--- config.mk ---
export PLATFORM = sky130hd
export DESIGN_NAME = rst_sequencer
export DESIGN_NICKNAME = d
export VERILOG_FILES = /design/src/rtl/rst_seq_pkg.sv /design/src/rtl/arst_sync_hi.sv /design/src/rtl/rst_sequencer.sv
export SDC_FILE = /design/constraint.sdc
export NUM_CORES = 1
export LEC_CHECK = 0
export ABC_AREA = 1
export CAP_MARGIN = 40
export CORE_MARGIN = 2
export CORE_UTILIZATION = 55
export CTS_BUF_LIST = sky130_fd_sc_hd__clkbuf_8 sky130_fd_sc_hd__clkbuf_16
export DETAILED_ROUTE_END_ITERATION = 8
export PLACE_DENSITY = 0.76
export SETUP_SLACK_MARGIN = 0.02
export SYNTH_ARGS = -nofsm -noshare
export SYNTH_HDL_FRONTEND = slang
export SYNTH_SLANG_ARGS = --single-unit
--- constraint.sdc ---
create_clock -name clk -period 1.9 [get_ports clk]
set_clock_uncertainty 0.05 [all_clocks]
set_input_delay 0.38 -clock clk [delete_from_list [all_inputs] [get_ports clk]]
set_output_delay 0.38 -clock clk [all_outputs]
set_load 0.005 [all_outputs]
--- src/rtl/rst_seq_pkg.sv ---
// Shared types and elaboration helpers for the staged reset sequencer.
package rst_seq_pkg;

  typedef enum logic [1:0] {
    HOLD,
    RELEASE,
    RUN
  } seq_state_t;

  // Hold and gap counts share one counter sized for the larger of the two.
  function automatic int unsigned cnt_width(input int unsigned hold_cycles,
                                            input int unsigned stagger);
    int unsigned m;
    m = (hold_cycles > stagger) ? hold_cycles : stagger;
    return $clog2(m + 1);
  endfunction

  function automatic bit params_ok(input int unsigned num_ch,
                                   input int unsigned sync_stages,
                                   input int unsigned hold_cycles,
                                   input int unsigned stagger);
    return (num_ch >= 1) && (sync_stages >= 2) && (hold_cycles >= 1) && (stagger >= 1);
  endfunction

endpackage

--- src/rtl/arst_sync_hi.sv ---
// Active-high reset synchronizer: asserts asynchronously, releases after SYNC_STAGES clocks.
module arst_sync_hi #(
  parameter int unsigned SYNC_STAGES = 4
) (
  input  logic clk,
  input  logic rst,
  output logic rst_sync
);

  logic [SYNC_STAGES-1:0] chain;

  always_ff @(posedge clk or posedge rst) begin
    if (rst) chain <= '1;
    else     chain <= {chain[SYNC_STAGES-2:0], 1'b0};
  end

  assign rst_sync = chain[SYNC_STAGES-1];

endmodule

--- src/rtl/rst_sequencer.sv ---
// Reset sequencer: holds all channels in reset, then releases them in order, STAGGER cycles apart.
module rst_sequencer
  import rst_seq_pkg::*;
#(
  parameter int unsigned NUM_CH      = 3,
  parameter int unsigned SYNC_STAGES = 4,
  parameter int unsigned HOLD_CYCLES = 8,
  parameter int unsigned STAGGER     = 2
) (
  input  logic              clk,
  input  logic              rst,
  input  logic              sw_rst_req_i,
  output logic [NUM_CH-1:0] rst_o,
  output logic              done_o
);

  localparam int unsigned CW = cnt_width(HOLD_CYCLES, STAGGER);
  localparam int unsigned IW = $clog2(NUM_CH + 1);
  localparam logic [CW-1:0] HOLD_TC  = CW'(HOLD_CYCLES - 1);
  localparam logic [CW-1:0] GAP_TC   = CW'(STAGGER - 1);
  localparam logic [IW-1:0] LAST_IDX = IW'(NUM_CH - 1);

  if (!params_ok(NUM_CH, SYNC_STAGES, HOLD_CYCLES, STAGGER)) begin : g_param_check
    $error("rst_sequencer: parameter out of range");
  end

  logic              rst_sync;
  seq_state_t        state, state_nx;
  logic [CW-1:0]     cnt, cnt_nx;
  logic [IW-1:0]     idx, idx_nx;
  logic [NUM_CH-1:0] rst_o_nx;
  logic              done_nx;

  arst_sync_hi #(.SYNC_STAGES(SYNC_STAGES)) u_sync (
    .clk      (clk),
    .rst      (rst),
    .rst_sync (rst_sync)
  );

  always_ff @(posedge clk or posedge rst) begin
    if (rst) begin
      state  <= HOLD;
      cnt    <= '0;
      idx    <= '0;
      rst_o  <= '1;
      done_o <= 1'b0;
    end else begin
      state  <= state_nx;
      cnt    <= cnt_nx;
      idx    <= idx_nx;
      rst_o  <= rst_o_nx;
      done_o <= done_nx;
    end
  end

  always_comb begin
    state_nx = state;
    cnt_nx   = cnt;
    idx_nx   = idx;
    rst_o_nx = rst_o;
    done_nx  = done_o;

    case (state)
      HOLD: begin
        rst_o_nx = '1;
        done_nx  = 1'b0;
        idx_nx   = '0;
        if (rst_sync) begin
          cnt_nx = '0;
        end else if (cnt == HOLD_TC) begin
          cnt_nx   = '0;
          rst_o_nx = ~NUM_CH'(1);
          if (NUM_CH == 1) begin
            state_nx = RUN;
            done_nx  = 1'b1;
          end else begin
            state_nx = RELEASE;
            idx_nx   = IW'(1);
          end
        end else begin
          cnt_nx = cnt + CW'(1);
        end
      end

      RELEASE: begin
        if (cnt == GAP_TC) begin
          cnt_nx   = '0;
          rst_o_nx = rst_o & ~(NUM_CH'(1) << idx);
          if (idx == LAST_IDX) begin
            state_nx = RUN;
            done_nx  = 1'b1;
          end else begin
            idx_nx = idx + IW'(1);
          end
        end else begin
          cnt_nx = cnt + CW'(1);
        end
      end

      RUN: begin
        rst_o_nx = '0;
        done_nx  = 1'b1;
      end

      default: begin
        state_nx = HOLD;
        rst_o_nx = '1;
        done_nx  = 1'b0;
        cnt_nx   = '0;
        idx_nx   = '0;
      end
    endcase

    // A software request overrides everything above, including a release due on this edge.
    if (sw_rst_req_i) begin
      state_nx = HOLD;
      cnt_nx   = '0;
      idx_nx   = '0;
      rst_o_nx = '1;
      done_nx  = 1'b0;
    end
  end

endmodule
Word level (Yosys, flattened, before mapping)
Cells that the tools add are included.
{"block": "op_classes", "n_eq_ne": 11, "n_bitwise": 2, "shift": 1, "mux": 26, "magnitude_cmp": 0, "mul": 0, "div_mod_pow": 0, "add_sub_neg": 2, "reduce_logical": 4}
{"cell": "2-bit 2-to-1 mux", "count": 8}
{"cell": "4-bit 2-to-1 mux", "count": 4}
{"cell": "3-bit inequality test, second input constant", "count": 5}
{"cell": "2-bit one-hot mux with 3 select lines", "count": 2}
{"cell": "4-bit one-hot mux with 3 select lines", "count": 1}
{"cell": "3-bit one-hot mux with 3 select lines", "count": 1}
{"cell": "1-bit 2-to-1 mux", "count": 7}
{"cell": "3-bit 2-to-1 mux", "count": 2}
{"cell": "5-bit AND reduction", "count": 1}
{"cell": "4-bit by 1-bit adder with 4-bit output, second input constant", "count": 1}
{"cell": "2-bit equality test, second input constant", "count": 2}
{"cell": "4-bit by 1-bit equality test with 1-bit output, second input constant", "count": 1}
{"cell": "4-bit by 3-bit equality test with 1-bit output, second input constant", "count": 1}
{"cell": "3-bit bitwise AND", "count": 1}
{"cell": "3-bit inverter", "count": 1}
{"cell": "3-bit AND reduction", "count": 1}
{"cell": "1-bit by 2-bit << shifter with 3-bit output, first input constant", "count": 1}
{"cell": "2-bit by 1-bit adder with 2-bit output, second input constant", "count": 1}
{"cell": "2-bit by 1-bit equality test with 1-bit output, second input constant", "count": 1}
{"cell": "2-bit zero test", "count": 1}
{"cell": "2-bit inequality test, second input constant", "count": 1}
{"cell": "1-bit one-hot mux with 2 select lines", "count": 1}
{"cell": "2-bit AND reduction", "count": 1}
{"block": "totals", "n_memories": 0, "elab_cells": 52, "regBits": 16, "romBits": 0, "latchBits": 0, "input_bits": 3, "ram_bits": 0}

Longest topological paths before layout
{"block": "depth", "word_depth": 6, "mapped_depth": 10}

By module
Synthesis repeated with hierarchy kept, for this count alone.
{"block": "unflattened", "hier_cells": 126, "area_unflattened_um2": 1043.5}
{"mod": "rst_sequencer", "cells_per_inst": 120, "instances": 1, "area_each_um2": 930.9}
{"mod": "arst_sync_hi", "cells_per_inst": 6, "instances": 1, "area_each_um2": 112.6}

Worst setup path before layout
No wires, ideal clock.
{"block": "synth_path", "path_kind": "register -> register", "start": "reg state[1]", "end": "reg idx[1]", "slack_ps": 553, "t_required_ps": 1776, "path_buffers": 0, "path_stages_with_launch": 11, "arrival_time_ps": 1223, "setup_ps": 74, "path_cell_list": "dfrtp_1 > inv_1 > ha_1 > inv_2 > nor2_2 > nand2_1 > nand2_2 > inv_2 > nand2_2 > nand2_1 > o21ai_2"}
{"block": "synth_between", "elab_chain_len": 3}
{"item": "from (decl)", "line": "rst_sequencer.sv:28", "text": "seq_state_t state, state_nx;"}
{"item": "from (signal assigned)", "line": "rst_sequencer.sv:48", "text": "state <= state_nx;"}
{"item": "2-bit by 1-bit equality test with 1-bit output (tied with other cells)", "line": "rst_sequencer.sv:63", "text": "case (state)"}
{"item": "3-bit inequality test (no source line) (tied with other cells)"}
{"item": "3-bit AND reduction (no source line) / 2-bit 2-to-1 mux (equally long branches)"}
{"item": "to (signal assigned)", "line": "rst_sequencer.sv:50", "text": "idx <= idx_nx;"}
{"item": "to (decl)", "line": "rst_sequencer.sv:30", "text": "logic [IW-1:0] idx, idx_nx;"}
Parallel ways exist; a longest one is shown, timed or not.
A chain may end at the register's enable or synchronous reset.

Final worst setup path
{"block": "layout_path", "start": "reg rst_o[0]", "end": "out rst_o[0]"}
{"item": "from (decl)", "line": "rst_sequencer.sv:13", "text": "output logic [NUM_CH-1:0] rst_o,"}
{"item": "from (signal assigned)", "line": "rst_sequencer.sv:51", "text": "rst_o <= rst_o_nx;"}
No word-level cell between the ends.

==> run metrics <==
clock buffer count from CTS=3; detailed-route via count=703; Iter 0 DRT Violations=11; clock tree buffer depth=2; Setup crit start kind=register; Die Y=45.1 um; crit path cell chain=clkdlybuf4s50_1; CP max-delay cell=dfstp_2; H-Tree Depth=1; Final Max Slew Viols=0; Post-Synthesis Net Count=123; Worst Path Buf+Inv=1; worst-skew pair later-pin latency=around 0.26 ns; Ant. Diodes=0; Rel. slew slack=61.6%; HP Start=u_sync.chain[2]; crit path kind=register to output port; final global-route overflow total=0; I/O pins=7; CTS Sinks=16; largest net degree at the start of global routing=17; period utilization=89.9%; first-pass GRT wire length=2.55 mm; CP max FO=2; initial antenna violation count=0; I/O Buffers=6; DP Cell Count=132; flop and latch count out of synthesis=16; Post-Syn Instances=110; Peak Freq=585 MHz; DRC=0; Synth Area per Inst=8.46 um^2; worst flop-to-flop path endpoint=done_o; status=completed; critical path capture point type=output port; Crit path max-delay family=flip-flops; mapped cell area=slightly above 900 um^2; Unique masters post-synth=21; Area Growth Syn to Fin=14.5%; Worst Reg-to-Reg Cells=7; layout cells sized above 1=19.2%; r2r setup slk=0.31 ns; CP max stage delay=0.53 ns; Initial Util=60.4%; Final #Nets=~130; post-cts gate resize count=0; Post-CTS Setup Inserts=0; WL/cell=11.2 um; DR pass1 iterations=4; CTS tree=yes; RSZ-0062 raised after global routing=false; max cap viols=0; CTS Hold Bufs=0; post-route ant nets=0; Cell Rows=14; critical path required time=roughly 1.5 ns; WL final=1.53 mm; actual slew at the worst max-slew pin=0.575 ns; Die Wd=45.1 um; Setup TNS=0 ns; Leak Pwr=between 0.5 and 0.6 nW; HPWL Detailed=1.16 mm; hold depth=0; post-synthesis sequential area ratio=a little over two fifths; pre-CTS WS=0.211 ns; worst hold-check path type=register to register; core area=1540 um^2; die area=2040 um^2; Hold Vio Cnt, Final=0; number of global-route vias before repair=654; Hold EP=u_sync.chain[3]; post-layout worst setup margin=0.192 ns; Clock Tree Root=clkbuf_8; Fill cells=between 100 and 150; RD Place Congestion=0.918; critical path arrival=1.28 ns; Warnings, synthesis=0; pwr dens=652 nW/um^2; Clk pin slew, worst setup/hold paths=approximately 0.070 ns; Tmin final=1.71 ns; fin cells=136; R2R Path Start=state[1]; final setup fails=0; gr usage total=17.2%; Max VDD drop=approximately 0.00052 V; DR vias/cell=5.17
## logic make-up after synthesis
logic type,count (synthesis),synth area share [%]
simple gates,59,30.4
flops,16,44.0
buf+inv,14,5.65
fa+ha+maj,10,13.4
compound gates,9,5.24
xor+xnor,1,0.941
other cells,1,0.403
## sequential cells by signal, indices dropped and copies added, names as in the netlist
signal        cells
cnt               4
u_sync.chain      4
rst_o             3
idx               2
state             2
done_o            1
## cell usage after synthesis
cell type	number	area, um^2
nand2_1	34	128
inv_1	11	41.3
ha_1	10	125
dfrtp_1	9	225
dfstp_2	7	184
nand3_1	7	35.0
nor2_1	6	22.5
a21oi_1	4	20.0
inv_2	3	11.3
nand2_2	3	18.8
o21ai_0	3	15.0
nand3b_1	2	15.0
nand4_1	2	12.5
nor2_2	2	12.5
conb_1	1	3.75
nand2_4	1	11.3
nand3_2	1	10.0
nand3_4	1	17.5
o21ai_1	1	5.00
o21ai_2	1	8.76
xnor2_1	1	8.76
## report_power, final
group	leakage [nW]	switching [mW]	total, mW	internal (mW)
Combinational	0.315	0.0220	0.0331	0.0111
Sequential	0.198	0.00399	0.355	0.351
Clock	0.0288	0.123	0.307	0.184
Total	0.542	0.149	0.695	0.546
## placed cells by master (no fill, tap or decap), drive strengths merged
cell type	netlist	final
nand2	38	38
inv	14	14
ha	10	10
dfrtp	9	9
nand3	9	9
nor2	8	8
dfstp	7	7
clkdlybuf4s50	0	6
o21ai	5	5
a21oi	4	4
clkbuf	0	4
nand4	2	2
nand3b	2	2
xnor2	1	1
conb	1	1
## layer usage
metal	part of all wire (%)	up-vias	global-route usage [%]	wire length [um]
li1	-	363	-	-
met4	0.92	0	7.65	14
met5	0	-	0	0
met3	1.8	2	2.80	28
met2	48	7	29.4	730
met1	49	331	21.2	753
## per-stage QoR
| step | hold WS [ns] | power (mW) | util (%) | cell area, um^2 |
|---|---|---|---|---|
| floorplan | 0.239 | 0.382 | - | 931 |
| global placement | 0.297 | 0.393 | 65.6 | 1010 |
| detailed placement | 0.297 | 0.394 | 65.6 | 1010 |
| CTS | 0.306 | 0.701 | 69.2 | 1070 |
| global route | 0.309 | 0.716 | 69.2 | 1070 |
| finish | 0.305 | 0.695 | 69.2 | 1070 |
## cell type report
type / instances / area, um^2 / area share, %
timing repair buffer: 6 / 60.1 / 5.63
sequential: 16 / 409 / 38.4
clock buffer: 4 / 55.1 / 5.16
tap: 16 / 20.0 / 1.88
multi-input combinational: 80 / 469 / 44.0
inverter: 14 / 52.6 / 4.93
## worst max path at each step
| stage | slack (ns) | endpoint | start | cells past startpoint |
|---|---|---|---|---|
| after floorplan | 0.55 | idx[1] | state[1] | 10 |
| after global placement | 0.26 | idx[1] | sw_rst_req_i | 8 |
| after detailed placement | 0.21 | idx[1] | sw_rst_req_i | 8 |
| after CTS | 0.19 | rst_o[0] | rst_o[0] | 1 |
| after global routing | 0.17 | rst_o[1] | rst_o[1] | 1 |
| final | 0.19 | rst_o[0] | rst_o[0] | 1 |
No activity file was read; power rests on OpenSTA's default activity.
